$ cat config.mk
export PLATFORM = sky130hd
export DESIGN_NAME = z80_idx_alu_seq
export DESIGN_NICKNAME = d
export VERILOG_FILES = /design/src/rtl/z80_idx_alu_seq.sv
export SDC_FILE = /design/constraint.sdc
export NUM_CORES = 1
export LEC_CHECK = 0
export BUFFER_PORTS_ARGS = -buffer_cell sky130_fd_sc_hd__buf_4
export CAP_MARGIN = 20
export CORE_ASPECT_RATIO = 0.7
export CORE_MARGIN = 2
export CORE_UTILIZATION = 55
export DETAILED_ROUTE_END_ITERATION = 16
export GPL_ROUTABILITY_DRIVEN = 0
export HOLD_SLACK_MARGIN = 0.06
export PLACE_DENSITY_LB_ADDON = 0.05
export SYNTH_ARGS = -nofsm -noshare
export SYNTH_HDL_FRONTEND = slang
export SYNTH_SLANG_ARGS = --single-unit
$ cat constraint.sdc
create_clock -name clk -period 8.73 [get_ports clk]
set_input_delay 0.873 -clock clk [delete_from_list [all_inputs] [get_ports clk]]
set_output_delay 0.873 -clock clk [all_outputs]
set_load 0.05 [all_outputs]
$ cat src/rtl/z80_idx_alu_seq.sv
// z80_idx_alu_seq
// Execution sequencer for the indexed ALU group op A,(IX/IY+d)
// (DD/FD 10ooo110 d). It issues three opcode fetches and one operand
// read, computes the A and F results, and publishes a z80fi trace record.
//
// Ports:
//   clk, reset           clock, synchronous active-high reset
//   start                begin one instruction (sampled in IDLE only)
//   reg_*_in             architectural registers, captured on start
//   bus_rd/addr/ack/rdata  read-only memory bus (held request, ack handshake)
//   busy, done, illegal  status; done pulses for one cycle, illegal qualifies it
//   reg_*_out            results, held from DONE until the next DONE or reset
//   z80fi_*              trace record for the formal instruction spec
//
// state | meaning
// ------+---------------------------------------------------------
// IDLE  | waiting for start
// F0    | fetch prefix byte at IP
// F1    | fetch op byte at IP+1
// F2    | fetch displacement d at IP+2
// CALC  | address computation, CALC_CYCLES bus-idle cycles
// MEM   | read operand at (IX|IY)+d
// EXEC  | ALU evaluation, register results into the outputs
// DONE  | one-cycle completion pulse
module z80_idx_alu_seq #(
  parameter int unsigned CALC_CYCLES = 1
) (
  input  logic        clk,
  input  logic        reset,
  input  logic        start,
  input  logic [15:0] reg_ip_in,
  input  logic [15:0] reg_ix_in,
  input  logic [15:0] reg_iy_in,
  input  logic [7:0]  reg_a_in,
  input  logic [7:0]  reg_f_in,
  output logic        bus_rd,
  output logic [15:0] bus_addr,
  input  logic        bus_ack,
  input  logic [7:0]  bus_rdata,
  output logic        busy,
  output logic        done,
  output logic        illegal,
  output logic [7:0]  reg_a_out,
  output logic [7:0]  reg_f_out,
  output logic [15:0] reg_ip_out,
  output logic        z80fi_valid,
  output logic [23:0] z80fi_insn,
  output logic [3:0]  z80fi_insn_len,
  output logic [15:0] z80fi_bus_raddr,
  output logic [7:0]  z80fi_bus_rdata
);

  typedef enum logic [2:0] {
    S_IDLE, S_F0, S_F1, S_F2, S_CALC, S_MEM, S_EXEC, S_DONE
  } state_t;

  localparam logic [3:0] CALC_LOAD = 4'(CALC_CYCLES - 1);

  state_t      state, state_nx;
  logic [15:0] ip_q, ix_q, iy_q;
  logic [7:0]  a_q, f_q;
  logic [7:0]  prefix_q, op_q, d_q, opnd_q;
  logic [3:0]  calc_cnt;
  logic        illegal_q;

  logic        prefix_ok, op_ok, illegal_hit;
  logic [15:0] mem_addr;

  assign prefix_ok = (bus_rdata == 8'hDD) || (bus_rdata == 8'hFD);
  assign op_ok     = (bus_rdata[7:6] == 2'b10) && (bus_rdata[2:0] == 3'b110);
  // Bit 5 of the prefix separates DD (IX) from FD (IY).
  assign mem_addr  = (prefix_q[5] ? iy_q : ix_q) + {{8{d_q[7]}}, d_q};

  assign illegal_hit = bus_ack &&
                       (((state == S_F0) && !prefix_ok) ||
                        ((state == S_F1) && !op_ok));

  // ---------------- ALU ----------------
  logic [2:0] alu_op;
  logic       is_sub, is_logic, cin, c0;
  logic [7:0] b_op, res, alu_a, alu_f;
  logic [8:0] sum;
  logic [4:0] hsum;
  logic       ovf, flag_h, flag_v, flag_c;

  always_comb begin
    alu_op   = op_q[5:3];
    is_sub   = (alu_op == 3'd2) || (alu_op == 3'd3) || (alu_op == 3'd7);
    is_logic = (alu_op == 3'd4) || (alu_op == 3'd5) || (alu_op == 3'd6);
    cin      = ((alu_op == 3'd1) || (alu_op == 3'd3)) ? f_q[0] : 1'b0;
    // Subtraction as A + ~operand + ~carry_in.
    b_op     = is_sub ? ~opnd_q : opnd_q;
    c0       = is_sub ? ~cin : cin;
    sum      = {1'b0, a_q} + {1'b0, b_op} + {8'b0, c0};
    hsum     = {1'b0, a_q[3:0]} + {1'b0, b_op[3:0]} + {4'b0, c0};
    ovf      = (a_q[7] == b_op[7]) && (sum[7] != a_q[7]);
    case (alu_op)
      3'd4:    res = a_q & opnd_q;
      3'd5:    res = a_q ^ opnd_q;
      3'd6:    res = a_q | opnd_q;
      default: res = sum[7:0];
    endcase
    // For subtract ops H and C report borrow, i.e. the inverted adder carry.
    if (alu_op == 3'd4)  flag_h = 1'b1;
    else if (is_logic)   flag_h = 1'b0;
    else                 flag_h = is_sub ? ~hsum[4] : hsum[4];
    flag_v = is_logic ? ~^res : ovf;
    if (is_logic)        flag_c = 1'b0;
    else                 flag_c = is_sub ? ~sum[8] : sum[8];
    alu_f = {res[7], (res == 8'h00), f_q[5], flag_h, f_q[3], flag_v, is_sub, flag_c};
    alu_a = (alu_op == 3'd7) ? a_q : res;
  end

  // ---------------- FSM ----------------
  always_ff @(posedge clk) begin
    if (reset) state <= S_IDLE;
    else       state <= state_nx;
  end

  always_comb begin
    state_nx = state;
    bus_rd   = 1'b0;
    bus_addr = 16'h0000;
    case (state)
      S_IDLE: if (start) state_nx = S_F0;
      S_F0: begin
        bus_rd   = 1'b1;
        bus_addr = ip_q;
        if (bus_ack) state_nx = prefix_ok ? S_F1 : S_DONE;
      end
      S_F1: begin
        bus_rd   = 1'b1;
        bus_addr = ip_q + 16'd1;
        if (bus_ack) state_nx = op_ok ? S_F2 : S_DONE;
      end
      S_F2: begin
        bus_rd   = 1'b1;
        bus_addr = ip_q + 16'd2;
        if (bus_ack) state_nx = S_CALC;
      end
      S_CALC: if (calc_cnt == 4'd0) state_nx = S_MEM;
      S_MEM: begin
        bus_rd   = 1'b1;
        bus_addr = mem_addr;
        if (bus_ack) state_nx = S_EXEC;
      end
      S_EXEC: state_nx = S_DONE;
      S_DONE: state_nx = S_IDLE;
      default: state_nx = S_IDLE;
    endcase
  end

  // ---------------- datapath ----------------
  always_ff @(posedge clk) begin
    if (reset) begin
      ip_q            <= '0;
      ix_q            <= '0;
      iy_q            <= '0;
      a_q             <= '0;
      f_q             <= '0;
      prefix_q        <= '0;
      op_q            <= '0;
      d_q             <= '0;
      opnd_q          <= '0;
      calc_cnt        <= '0;
      illegal_q       <= 1'b0;
      reg_a_out       <= '0;
      reg_f_out       <= '0;
      reg_ip_out      <= '0;
      z80fi_insn      <= '0;
      z80fi_insn_len  <= '0;
      z80fi_bus_raddr <= '0;
      z80fi_bus_rdata <= '0;
    end else begin
      case (state)
        S_IDLE: if (start) begin
          ip_q <= reg_ip_in;
          ix_q <= reg_ix_in;
          iy_q <= reg_iy_in;
          a_q  <= reg_a_in;
          f_q  <= reg_f_in;
        end
        S_F0: if (bus_ack) prefix_q <= bus_rdata;
        S_F1: if (bus_ack) op_q <= bus_rdata;
        S_F2: if (bus_ack) begin
          d_q      <= bus_rdata;
          calc_cnt <= CALC_LOAD;
        end
        S_CALC: if (calc_cnt != 4'd0) calc_cnt <= calc_cnt - 4'd1;
        S_MEM: if (bus_ack) opnd_q <= bus_rdata;
        S_EXEC: begin
          illegal_q       <= 1'b0;
          reg_a_out       <= alu_a;
          reg_f_out       <= alu_f;
          reg_ip_out      <= ip_q + 16'd3;
          z80fi_insn      <= {d_q, op_q, prefix_q};
          z80fi_insn_len  <= 4'd3;
          z80fi_bus_raddr <= mem_addr;
          z80fi_bus_rdata <= opnd_q;
        end
        default: ;
      endcase
      // Undecodable bytes finish with the architectural state untouched.
      if (illegal_hit) begin
        illegal_q  <= 1'b1;
        reg_a_out  <= a_q;
        reg_f_out  <= f_q;
        reg_ip_out <= ip_q;
      end
    end
  end

  assign busy        = (state != S_IDLE);
  assign done        = (state == S_DONE);
  assign illegal     = illegal_q;
  assign z80fi_valid = done & ~illegal_q;

endmodule

==> results.json <==
{
  "status": "finished clean",
  "slew_violations": 0,
  "gr-usage-met3_pct": 6.84,
  "synth_edf_count": 0,
  "power_leakage_uw": 0.00465,
  "hold_viol_final": 0,
  "period_share_pct": 58.0,
  "post-layout-total-power_uw": 2290,
  "synthXorXnorAreaFrac_pct": 3.50,
  "cts-htree-levels": 4,
  "relSlewSlack_pct": 30.2,
  "hold_class": "reg2reg",
  "cts.sinks": 185,
  "wl_per_cell_um": 17.5,
  "met1_usage_pct": 46.5,
  "postCtsResizedCells": 0,
  "max_cap_violations": 0,
  "top_usage_layer": "met1",
  "post-route-util_pct": 66.4,
  "postCtsSetupRepairBufs": 0,
  "synthMuxAreaShare_pct": 2.51,
  "min_period_ns": 5.07,
  "cts_root_buffer": "clkbuf_16",
  "path_class": "reg2out",
  "core_um2": 17900,
  "drcViolationCount": 0,
  "grt_max_degree": 119,
  "area_growth_syn_to_layout_pct": 18.7,
  "cts.path.max_buffers": 2,
  "drtPass1Iterations": 6,
  "layout_commonest_cell": "nand2_1",
  "cp.arrival_ns": 4.19,
  "pin_count": 181,
  "via_count": 9908,
  "setup_viol_count_final": 0,
  "worst_setup_path_start_kind": "flop",
  "num_rows": 41,
  "antenna_cells": 0,
  "cts_made_buffers": 17,
  "viasPerCell": 5.88,
  "track_usage_pct": 30.3,
  "path_clk_slew_ns": 0.08,
  "drive_gt1_share_pct": 17.6,
  "dieArea_um2": 19300,
  "hpwl_um": 20900,
  "die_w_um": 165,
  "synth_top_family_by_area": "simple AND/OR/NAND/NOR gates",
  "port_buffers": 178,
  "synth.yosys.seq_area_share_pct": 37.0,
  "endpoint_kind": "output pin",
  "finalSetupTns_ns": 0,
  "clock_skew_ns": 0.0110,
  "clock_latency_ns": 0.44,
  "grt_pass1_wl_um": 45800,
  "critPathMaxFanout": 18,
  "drtIter0Drc": 1114,
  "ys_warn_count": 0,
  "die_height_um": 117,
  "ys.flop_type": "dfxtp_1",
  "synth_compound_area_share_pct": 21.0,
  "final_cell_mix": "nand2_1, dfxtp_1, buf_4",
  "grt_overflow_total": 0,
  "antenna_found_initial": 0,
  "start_util_pct": 55.9,
  "synth-simple-area-share_pct": 23.8,
  "fin_nets": 1565,
  "final_area_um2": 11900,
  "worst_pin_slew_ns": 1.05,
  "synthAdderAreaFrac_pct": 6.72,
  "rsz0062_at_grt": "no",
  "vdd_drop_max_uv": 132,
  "wirelength_um": 29600,
  "synth-async-reset-ratio_pct": 0,
  "ys_ff_latch": 185,
  "met2_usage_pct": 42.3,
  "placed_area_um2": 11300,
  "worstPathRequired_ns": 7.86,
  "grt_pass1_vias": 8447,
  "synth_cells": 1324,
  "cts_tree": "built",
  "postRouteAntennaNets": 0,
  "syn-cell-area_um2": 10000,
  "yosysUniqueCellTypes": 81,
  "fmax_mhz": 197,
  "hold_buffers": 0,
  "syn_avg_cell_area_um2": 7.56,
  "powerDensity_nw_per_um2": 192
}
cell type report:
class | instances | area, um^2
Clock inverter | 13 | 129
Clock buffer | 19 | 453
Inverter | 34 | 128
Multi-Input combinational cell | 1014 | 5780
Fill cell | 1612 | 6020
Tap cell | 236 | 295
Timing Repair Buffer | 185 | 1390
Sequential cell | 185 | 3700
flip-flops by register name (all words and copies together), names as in the netlist, 3 cells and up:
name,count
f_q,8
ip_q,16
reg_f_out,8
a_q,8
z80fi_bus_rdata,8
z80fi_bus_raddr,16
ix_q,16
calc_cnt,4
prefix_q,8
reg_a_out,8
z80fi_insn,24
iy_q,16
state,3
reg_ip_out,16
opnd_q,8
op_q,8
d_q,8
where the power goes:
part           switching, uW  internal (uW)  total (uW)  leakage (uW)
registers               73.9            901         975       0.00150
logic                    363            186         549       0.00286
clock network            370            394         764      0.000285
through the flow:
step | hold slack, ns | std cells | worst slack [ns]
floorplan | 0.432 | 1325 | 4.11
global placement | 0.442 | 1654 | 4.31
detailed placement | 0.446 | 1654 | 4.24
CTS | 0.453 | 1686 | 3.75
global route | 0.471 | 1686 | 3.41
finish | 0.447 | 1686 | 3.66
cell families (layout without fill, tap and decap cells):
group / Yosys count / after routing
other: 1 / 2
adders and majority gates: 52 / 52
buffers and inverters: 126 / 251
muxes: 23 / 23
xor gates and xnor gates: 40 / 40
DFF: 185 / 185
and+or+nand+nor: 550 / 550
AOI/OAI and AO/OA: 347 / 347
worst max-delay path: stages (launching register included):
cell and delay (ns):
dfxtp_1 0.86, mux2_2 0.41, ha_1 0.23, fa_1 0.44, a211oi_1 0.41, o21ai_0 0.21
a211oi_1 0.39, nor2_1 0.10, xnor2_1 0.34, o221ai_1 0.16, buf_4 0.21
cell usage after synthesis (all sizes together), types with 6 or more instances:
cell type	number	area share, %
a21oi	182	9.1
or3	10	0.62
o211ai	7	0.52
nand3	25	1.2
nor2b	9	0.56
nand4	7	0.44
nor2	90	3.5
nor4	9	0.56
clkbuf	54	2.0
a21o	7	0.52
nand2b	7	0.44
a211oi	25	1.9
o22ai	14	0.87
buf	38	2.1
nor3	23	1.2
a31oi	6	0.37
inv	34	1.3
mux2i	6	0.60
o21ai	46	2.3
xor2	12	1.0
xnor2	28	2.4
nand2	340	13
o221ai	8	0.70
ha	49	6.1
o31ai	6	0.45
mux2	17	1.9
dfxtp	185	37
a22oi	6	0.45
layer usage:
metal	wire length (um)	share of wire [%]
met1	14100	48
met2	12100	41
met3	2860	9.7
met4	483	1.6
met5	0	0
worst paths after layout:
| check | from | end | slack (ns) | depth (start not counted) |
|---|---|---|---|---|
| hold reg to reg | op_q[7]$_SDFFE_PP0P_ | z80fi_insn[15]$_SDFFE_PP0P_ | 0.45 | 2 |
| setup reg to reg | op_q[5]$_SDFFE_PP0P_ | reg_f_out[2]$_SDFFE_PP0P_ | 4.34 | 17 |
| setup / recovery | prefix_q[5]$_SDFFE_PP0P_ | bus_addr[8] | 3.66 | 10 |
| hold / removal | op_q[7]$_SDFFE_PP0P_ | z80fi_insn[15]$_SDFFE_PP0P_ | 0.45 | 2 |
Note: power is estimated with default switching activity, not from simulation.
